$ cat src/rtl/div_seq_ctrl.sv
// rtl/div_seq_ctrl.sv - multi-cycle non-restoring divider sequencer with HI/LO write enables
module div_seq_ctrl #(
    parameter int WIDTH = 32,
    parameter int CNT_W = 6
) (
    input  logic             clk,
    input  logic             rst_n,
    input  logic             start,
    input  logic             flush,
    input  logic             is_signed,
    input  logic [WIDTH-1:0] dividend,
    input  logic [WIDTH-1:0] divisor,
    output logic             busy,
    output logic             done,
    output logic [WIDTH-1:0] quotient,
    output logic [WIDTH-1:0] remainder,
    output logic             div_by_zero,
    output logic             lo_en,
    output logic             hi_en
);

    typedef enum logic [2:0] {
        S_IDLE,
        S_PREP,
        S_ITER,
        S_FIX,
        S_SIGN,
        S_DONE
    } state_t;

    state_t state, next_state;

    logic [WIDTH:0]   a_reg;
    logic [WIDTH-1:0] q_reg;
    logic [WIDTH-1:0] m_reg;
    logic [CNT_W-1:0] cnt;
    logic             sgn;
    logic             neg_q;
    logic             neg_r;
    logic             dz_reg;

    logic [WIDTH:0]   m_ext;
    logic [WIDTH:0]   a_shift;
    logic [WIDTH:0]   a_step;
    logic [WIDTH-1:0] q_abs;
    logic [WIDTH-1:0] m_abs;
    logic             last_iter;
    logic             finish;

    assign m_ext     = {1'b0, m_reg};
    assign a_shift   = {a_reg[WIDTH-1:0], q_reg[WIDTH-1]};
    // Sign of A before the shift picks add vs. subtract; the shifted value may
    // wrap but the post-step result always fits in WIDTH+1 bits.
    assign a_step    = a_reg[WIDTH] ? (a_shift + m_ext) : (a_shift - m_ext);
    assign q_abs     = (sgn && q_reg[WIDTH-1]) ? -q_reg : q_reg;
    assign m_abs     = (sgn && m_reg[WIDTH-1]) ? -m_reg : m_reg;
    assign last_iter = (cnt == CNT_W'(WIDTH - 1));
    assign finish    = (state == S_DONE) && !flush;

    always_ff @(posedge clk or negedge rst_n) begin
        if (!rst_n) begin
            state <= S_IDLE;
        end else begin
            state <= next_state;
        end
    end

    always_comb begin
        next_state = state;
        case (state)
            S_IDLE: if (start && !flush) next_state = S_PREP;
            S_PREP: next_state = (m_reg == '0) ? S_DONE : S_ITER;
            S_ITER: if (last_iter) next_state = S_FIX;
            S_FIX:  next_state = S_SIGN;
            S_SIGN: next_state = S_DONE;
            S_DONE: next_state = S_IDLE;
            default: next_state = S_IDLE;
        endcase
        if (flush && state != S_IDLE) next_state = S_IDLE;
    end

    always_ff @(posedge clk or negedge rst_n) begin
        if (!rst_n) begin
            a_reg  <= '0;
            q_reg  <= '0;
            m_reg  <= '0;
            cnt    <= '0;
            sgn    <= 1'b0;
            neg_q  <= 1'b0;
            neg_r  <= 1'b0;
            dz_reg <= 1'b0;
        end else begin
            case (state)
                S_IDLE: begin
                    if (next_state == S_PREP) begin
                        q_reg <= dividend;
                        m_reg <= divisor;
                        sgn   <= is_signed;
                    end
                end
                S_PREP: begin
                    neg_q <= sgn & (q_reg[WIDTH-1] ^ m_reg[WIDTH-1]);
                    neg_r <= sgn & q_reg[WIDTH-1];
                    cnt   <= '0;
                    if (m_reg == '0) begin
                        // Result registers double as the divide-by-zero answer.
                        q_reg  <= '1;
                        a_reg  <= {1'b0, q_reg};
                        dz_reg <= 1'b1;
                    end else begin
                        q_reg  <= q_abs;
                        m_reg  <= m_abs;
                        a_reg  <= '0;
                        dz_reg <= 1'b0;
                    end
                end
                S_ITER: begin
                    a_reg <= a_step;
                    q_reg <= {q_reg[WIDTH-2:0], ~a_step[WIDTH]};
                    cnt   <= cnt + CNT_W'(1);
                end
                S_FIX: begin
                    if (a_reg[WIDTH]) a_reg <= a_reg + m_ext;
                end
                S_SIGN: begin
                    q_reg  <= neg_q ? -q_reg : q_reg;
                    a_reg  <= {1'b0, (neg_r ? -a_reg[WIDTH-1:0] : a_reg[WIDTH-1:0])};
                    dz_reg <= 1'b0;
                end
                default: ;
            endcase
        end
    end

    always_ff @(posedge clk or negedge rst_n) begin
        if (!rst_n) begin
            busy        <= 1'b0;
            done        <= 1'b0;
            lo_en       <= 1'b0;
            hi_en       <= 1'b0;
            quotient    <= '0;
            remainder   <= '0;
            div_by_zero <= 1'b0;
        end else begin
            busy  <= (next_state == S_PREP) || (next_state == S_ITER) ||
                     (next_state == S_FIX)  || (next_state == S_SIGN);
            done  <= finish;
            lo_en <= finish;
            hi_en <= finish;
            if (finish) begin
                quotient    <= q_reg;
                remainder   <= a_reg[WIDTH-1:0];
                div_by_zero <= dz_reg;
            end
        end
    end

endmodule

$ cat config.mk
export PLATFORM = sky130hd
export DESIGN_NAME = div_seq_ctrl
export DESIGN_NICKNAME = d
export VERILOG_FILES = /design/src/rtl/div_seq_ctrl.sv
export SDC_FILE = /design/constraint.sdc
export NUM_CORES = 1
export LEC_CHECK = 0
export ABC_CLOCK_PERIOD_IN_PS = 4300
export CAP_MARGIN = 20
export CORE_MARGIN = 4
export CORE_UTILIZATION = 23
export CTS_CLUSTER_DIAMETER = 120
export CTS_CLUSTER_SIZE = 25
export DETAILED_ROUTE_END_ITERATION = 12
export HOLD_SLACK_MARGIN = 0.05
export PLACE_DENSITY = 0.42
export SYNTH_ARGS = -nofsm -noshare
export SYNTH_HDL_FRONTEND = slang
export SYNTH_SLANG_ARGS = --single-unit
$ cat constraint.sdc
create_clock -name clk -period 4.3 [get_ports clk]
set_input_delay 0.86 -clock clk [delete_from_list [all_inputs] [get_ports clk]]
set_output_delay 0.86 -clock clk [all_outputs]
set_load 0.01 [all_outputs]
* Word level (Yosys, flattened, before mapping)
Cells that the tools add are included.
Operators by class: divide/modulo/power cells 0, reduce and logical (&&, ||, !) cells 21, muxes and demuxes 22, equal/unequal tests 17, multiply operators 0, shift operators 0, add/sub/neg operators 7, order comparisons 0, bitwise logic cells 4
Operators with widths (count):
- two-way mux 32 bit | 9
- case mux 33 bit (4 select lines) | 1
- case mux 32 bit (4 select lines) | 1
- negation 32 bit | 3
- adder 33 x 32 -> 33 bit | 2
- two-way mux 33 bit | 2
- case mux 32 bit (2 select lines) | 1
- subtractor 33 x 32 -> 33 bit | 1
- zero test 32 bit | 1
- case mux 3 bit (5 select lines) | 1
- equality test 3 x 2 -> 1 bit, second input constant | 4
- two-way mux 3 bit | 4
- != test 2 bit, second input constant | 6
- case mux 6 bit (2 select lines) | 1
- equality test 3 bit, second input constant | 3
- AND reduction 4 bit | 2
- nonzero test 4 bit | 2
- adder 6 x 1 -> 6 bit, second input constant | 1
- equality test 3 x 1 -> 1 bit, second input constant | 2
- equality test 6 x 5 -> 1 bit, second input constant | 1
- nonzero test 2 bit | 3
- logical AND 1 bit | 5
- zero test 3 bit | 1
- logical OR 1 bit | 3
- 10 further kinds | 11
Storage, ports and cells: register bits 177, RAM bits 0, bits in latches 0, logic and storage cells 86, input bits 69, memories kept 0, memory bits (read-only) 0

* Logic depth before layout (Yosys ltp)
word-level depth 9, mapped depth 21, gate-level depth less buffers 21

* Worst setup path before layout
OpenSTA, ideal clock, no wires.
path kind register to register, start register m_reg[7], end register q_reg[0], cell stages (with the launch flop) 18, library setup time 0.138 ns, slack -0.081 ns, arrival 4.244 ns, path through dfrtp_1 or4_4 or4_4 buf_6 nor4_4 nor3b_4 nand2_4 nor3_4 nor2_1 xor2_1 ha_1 a21o_1 a31o_2 a41oi_1 o21ai_0 and2_1 mux2i_1 o211ai_1
Between the ends: word-level cells in the longest chain between the ends 7
RTL lines:
- start, declared | RTL line 35 | logic [WIDTH-1:0] m_reg;
- start signal, assigned | RTL line 97 | m_reg <= divisor;
- start signal, assigned | RTL line 112 | m_reg <= m_abs;
- zero test 32 bit | RTL line 72, 105
- two-way mux 3 bit | RTL line 72 | S_PREP: next_state = (m_reg == '0) ? S_DONE : S_ITER;
- case mux 3 bit (5 select lines) | RTL line 70 | case (state)
- two-way mux 3 bit | RTL line 79 | if (flush && state != S_IDLE) next_state = S_IDLE;
- equality test 3 x 1 -> 1 bit | RTL line 95 | if (next_state == S_PREP) begin
- != test 2 bit (no source line)
- AND reduction 4 bit (no source line)
- end signal, assigned | RTL line 96 | q_reg <= dividend;
- end signal, assigned | RTL line 111 | q_reg <= q_abs;
- end signal, assigned | RTL line 119 | q_reg <= {q_reg[WIDTH-2:0], ~a_step[WIDTH]};
- end, declared | RTL line 34 | logic [WIDTH-1:0] q_reg;
Several ways; a longest one is shown, not always the timed one. A chain may end at the register's enable or synchronous reset.

* Worst setup path in the final report
start register m_reg[7], end register a_reg[30]
Between the ends: word-level cells in the longest chain between the ends 3
RTL lines:
- adder 33 x 32 -> 33 bit, or another cell as far along | RTL line 123 | if (a_reg[WIDTH]) a_reg <= a_reg + m_ext;
- two-way mux 33 bit, or another cell as far along | RTL line 123
- case mux 33 bit (4 select lines) * | RTL line 93 | case (state)
- end signal, assigned | RTL line 108 | a_reg <= {1'b0, q_reg};
- end signal, assigned | RTL line 123
- end signal, assigned | RTL line 127 | a_reg <= {1'b0, (neg_r ? -a_reg[WIDTH-1:0] : a_reg[WIDTH-1:0])};
- end, declared | RTL line 33 | logic [WIDTH:0] a_reg;
Mark *: on every way between the ends. The rest lies on a longest branch, timed or not. The select of a mux whose other input is x is not followed.

==> run_results.csv <==
group,metric,value,unit
run_status,status,"finished, violations left",
run_status,failing_checks,"negative setup slack",
worst_setup_path,slowest_stage,"sky130_fd_sc_hd__or4_4",
clock_network,cts_made_buffers,17,
worst_setup_path,worst-endpoint-required,4.68,ns
worst_setup_path,critPathMostFrequentCell,"sky130_fd_sc_hd__or4_4",
worst_setup_path,critical_path_peak_fanout,4,
worst_setup_path,worstSetupPathType,"flip-flop to flip-flop",
die,row_count,89,
synthesis,synth.yosys.seq_area_share,0.325,
die,core_area,58900,sq um
clock_network,cts_htree_levels,4,
layout,final_nets,2008,
power,netSwitchingFraction,0.505,
sta,rsz0062_at_grt,"yes",
sta,actual_slew_at_the_worst_max_slew_pin,0.815,ns
worst_setup_path,cpPeakStageDelay,0.56,ns
synthesis,register_bit_total_from_synthesis,177,
power,max-vdd-ir-drop,0.366,mV
sta,finalCriticalPeriod,4.34,ns
worst_setup_path,path_cells,"or4_4, or4_4, nor4_4, nor3b_4, buf_6, nand2_8, nor3_4, nor2_2, xor2_1, ha_1, a21o_1, a31o_2, a41oi_2, buf_4, nor3_2, a31oi_1, o221ai_1, nor3b_2",
synthesis,synth_nets,1780,
layout,flow.area_growth_from_synthesis,31.1,%
detailed_routing,finalWirelength,59100,um
clock_network,cts_tree,"done",
layout,largest_register_ff_count,33,
sta,fin_crit_sh,1.01,
synthesis,synth_area_leader_cell,"sky130_fd_sc_hd__dfrtp_1",
sta,fin_ws,-0.0404,ns
sta,final_setup_skew,0.0175,ns
worst_setup_path,crit_path_end_kind,"flip-flop",
synthesis,synth_cells,1640,
synthesis,synthMostInstantiatedCell,"sky130_fd_sc_hd__a21oi_1",
power,power.share.clock,0.110,
global_route,grt_max_degree,86,
placement,count_of_input_and_output_buffers,137,
flow_run,drv.max_cap_violation_count,0,
synthesis,netlist.area_leader.share,0.325,
global_route,grt-ovfl-total,0,
sta,maxSlewViolCount,0,
global_route,number_of_antenna_violations_at_the_first_check_in_global_routing,3,
synthesis,synth.cells.most_frequent,"sky130_fd_sc_hd__a21oi_1 (180), sky130_fd_sc_hd__dfrtp_1 (177), sky130_fd_sc_hd__nor2_1 (157)",
power,pwr-share-seq,0.211,
worst_setup_path,worstSetupStartpoint,"m_reg[7]",
global_route,grt_pass1_wl,88600,um
worst_setup_path,regToRegStartpoint,"m_reg[7]",
sta,timing.setup.tns,-0.112,ns
layout,antenna_cells,0,
clock_network,worst_setup_hold_path_clk_slew,0.08,ns
global_route,grt_usage,0.185,
synthesis,synth_edf_count,0,
synthesis,synth_area_per_cell,8.32,sq um
placement,gp_congestion,0.899,
power,total_switching_power,8.14,mW
detailed_routing,detail-route-antenna-nets,0,
detailed_routing,detail_route.vias_per_cell,5.19,
die,start_util,0.232,
sta,relSlewSlack,0.452,
synthesis,synth-async-reset-ratio,1.00,
power,pwr_density_cell,901,nW/um^2
clock_network,worstSkewPairLatency,0.51,ns
worst_setup_path,cp-start-kind,"flip-flop",
die,chipHeight,252,um
layout,post_route_cells_drive_above_1_share,0.184,
placement,detailedPlacementHpwl,44700,um
die,top_level_ports,138,
worst_hold_path,worstHoldPathType,"input pin to asynchronous set/reset pin",
clock_network,clk_root_buffer_cell,"sky130_fd_sc_hd__clkbuf_16",
synthesis,ys.warnings.count,0,
detailed_routing,drt_iter0_drc,983,
power,combPwrFrac,0.679,
sta,final-hold-violation-count,0,
detailed_routing,detail_route.first_pass.iterations,5,
detailed_routing,route.detailed.drc,0,
clock_network,cts.sinks,177,
power,power.leakage,7.60,nW
detailed_routing,wl_per_cell,22.3,um
power,post-layout-total-power,16.1,mW
die,die_area,63300,sq um
die,fp.dieW,252,um
power,cellInternalPower,7.97,mW
worst_setup_path,timing.critical_path.arrival,4.72,ns
clock_network,clockBufferDepth,2,
detailed_routing,number_of_vias_after_detailed_routing,13775,
synthesis,synth.cell_area,13600,sq um
sta,fmax,230,MHz
sta,final_setup_viols,3,
synthesis,synth_top_cells_by_area,"sky130_fd_sc_hd__dfrtp_1 (32%), sky130_fd_sc_hd__a21oi_1 (6.6%), sky130_fd_sc_hd__ha_1 (6.3%)",
synthesis,dominantRegCellSynth,"sky130_fd_sc_hd__dfrtp_1",
global_route,grt_pass1_vias,13679,
synthesis,ys_types,78,
[cells by family after synthesis]
logic type,count (synthesis),share of synthesized area
AOI/OAI and AO/OA,548,0.252
xor gates and xnor gates,114,0.0737
adders and majority gates,72,0.0669
buffers and inverters,143,0.0412
DFF,177,0.325
muxes,75,0.0612
and+or+nand+nor,511,0.180
[final timing paths]
| check | slack [ns] | endpoint | cells after the start |
|---|---|---|---|
| max | -0.04 | a_reg[30] | 18 |
| min | 0.37 | remainder[14] | 1 |
| min in group clk | 0.48 | neg_q | 2 |
| max in group asynchronous | 2.98 | a_reg[0] | 2 |
| min reg2reg | 0.48 | neg_q | 2 |
| max reg2reg | -0.04 | a_reg[30] | 18 |
[cell usage in the layout, fill, tap and decap left out, drive strengths merged, types with 5 or more instances in the layout]
master and instances:
a21oi 180, dfrtp 177, buf 175, nor2 158, nand2 137, clkdlybuf4s50 136, o21ai 114, nor3 73
ha 69, mux2 68, xor2 63, xnor2 51, a21o 49, inv 46, o22ai 32, nand3 30
a221oi 26, clkbuf 22, or3 20, a31oi 19, nor4 19, o31ai 19, a211oi 16, a22oi 16
nand2b 12, nand4 11, o221ai 11, nor3b 10, nor2b 8, and3 8, and2 8, a222oi 7
mux2i 7, o21bai 7, or4 6, o21a 5, a31o 5
[area by class of cell]
cell class | instances | area, sq um
timing repair buffer | 312 | 2750
clock buffer | 21 | 460
tap | 773 | 967
multi-input combinational | 1320 | 8970
sequential | 177 | 4430
fill | 6205 | 41000
inverter | 40 | 150
clock inverter | 11 | 165
[through the flow]
stage	utilization	worst slack, ns	hold WS [ns]	std cells	area [sq um]
2_1_floorplan	-	0.00779	0.439	1640	13700
3_3_place_gp	0.287	-0.0820	0.459	2615	16900
3_5_place_dp	0.287	-0.0444	0.465	2615	16900
4_1_cts	0.299	0.00550	0.374	2650	17600
5_1_grt	0.304	-0.224	0.398	2654	17900
6_report	0.304	-0.0404	0.370	2654	17900
[power by group through the flow]
stage	Combinational [mW]	Clock, mW	Sequential (mW)
CTS	10.5	1.85	3.39
global route	12.0	1.91	3.50
finish	10.9	1.77	3.40
detailed placement	10.3	0	3.42
global placement	10.3	0	3.42
floorplan	6.62	0	2.92
[worst max-delay path: cells and delay by family (launching register included)]
family / cells / cell delay (ns)
AND/OR/NAND/NOR: 9 / 2.17
buffers and inverters: 2 / 0.34
XOR/XNOR: 1 / 0.15
flip-flops: 1 / 0.38
AO/OA/AOI/OAI: 5 / 0.86
adder cells (fa/ha/maj): 1 / 0.32
[routing by layer]
metal  wire [um]  vias to the layer above  GRT usage
met1       26500                     6725      0.248
met5           0                        -          0
met3        3630                       75     0.0439
met4        1610                        0     0.0615
li1            -                     6515          -
met2       27400                      460      0.295
[timing repair]
item / CTS / global route
buffers inserted: 3 / 4
setup endpoints to repair: 6 / 15
gates resized for setup: 6 / 57
pin swaps: 2 / 20
hold buffers: 0 / 0
Note: power is estimated with default switching activity, not from simulation.
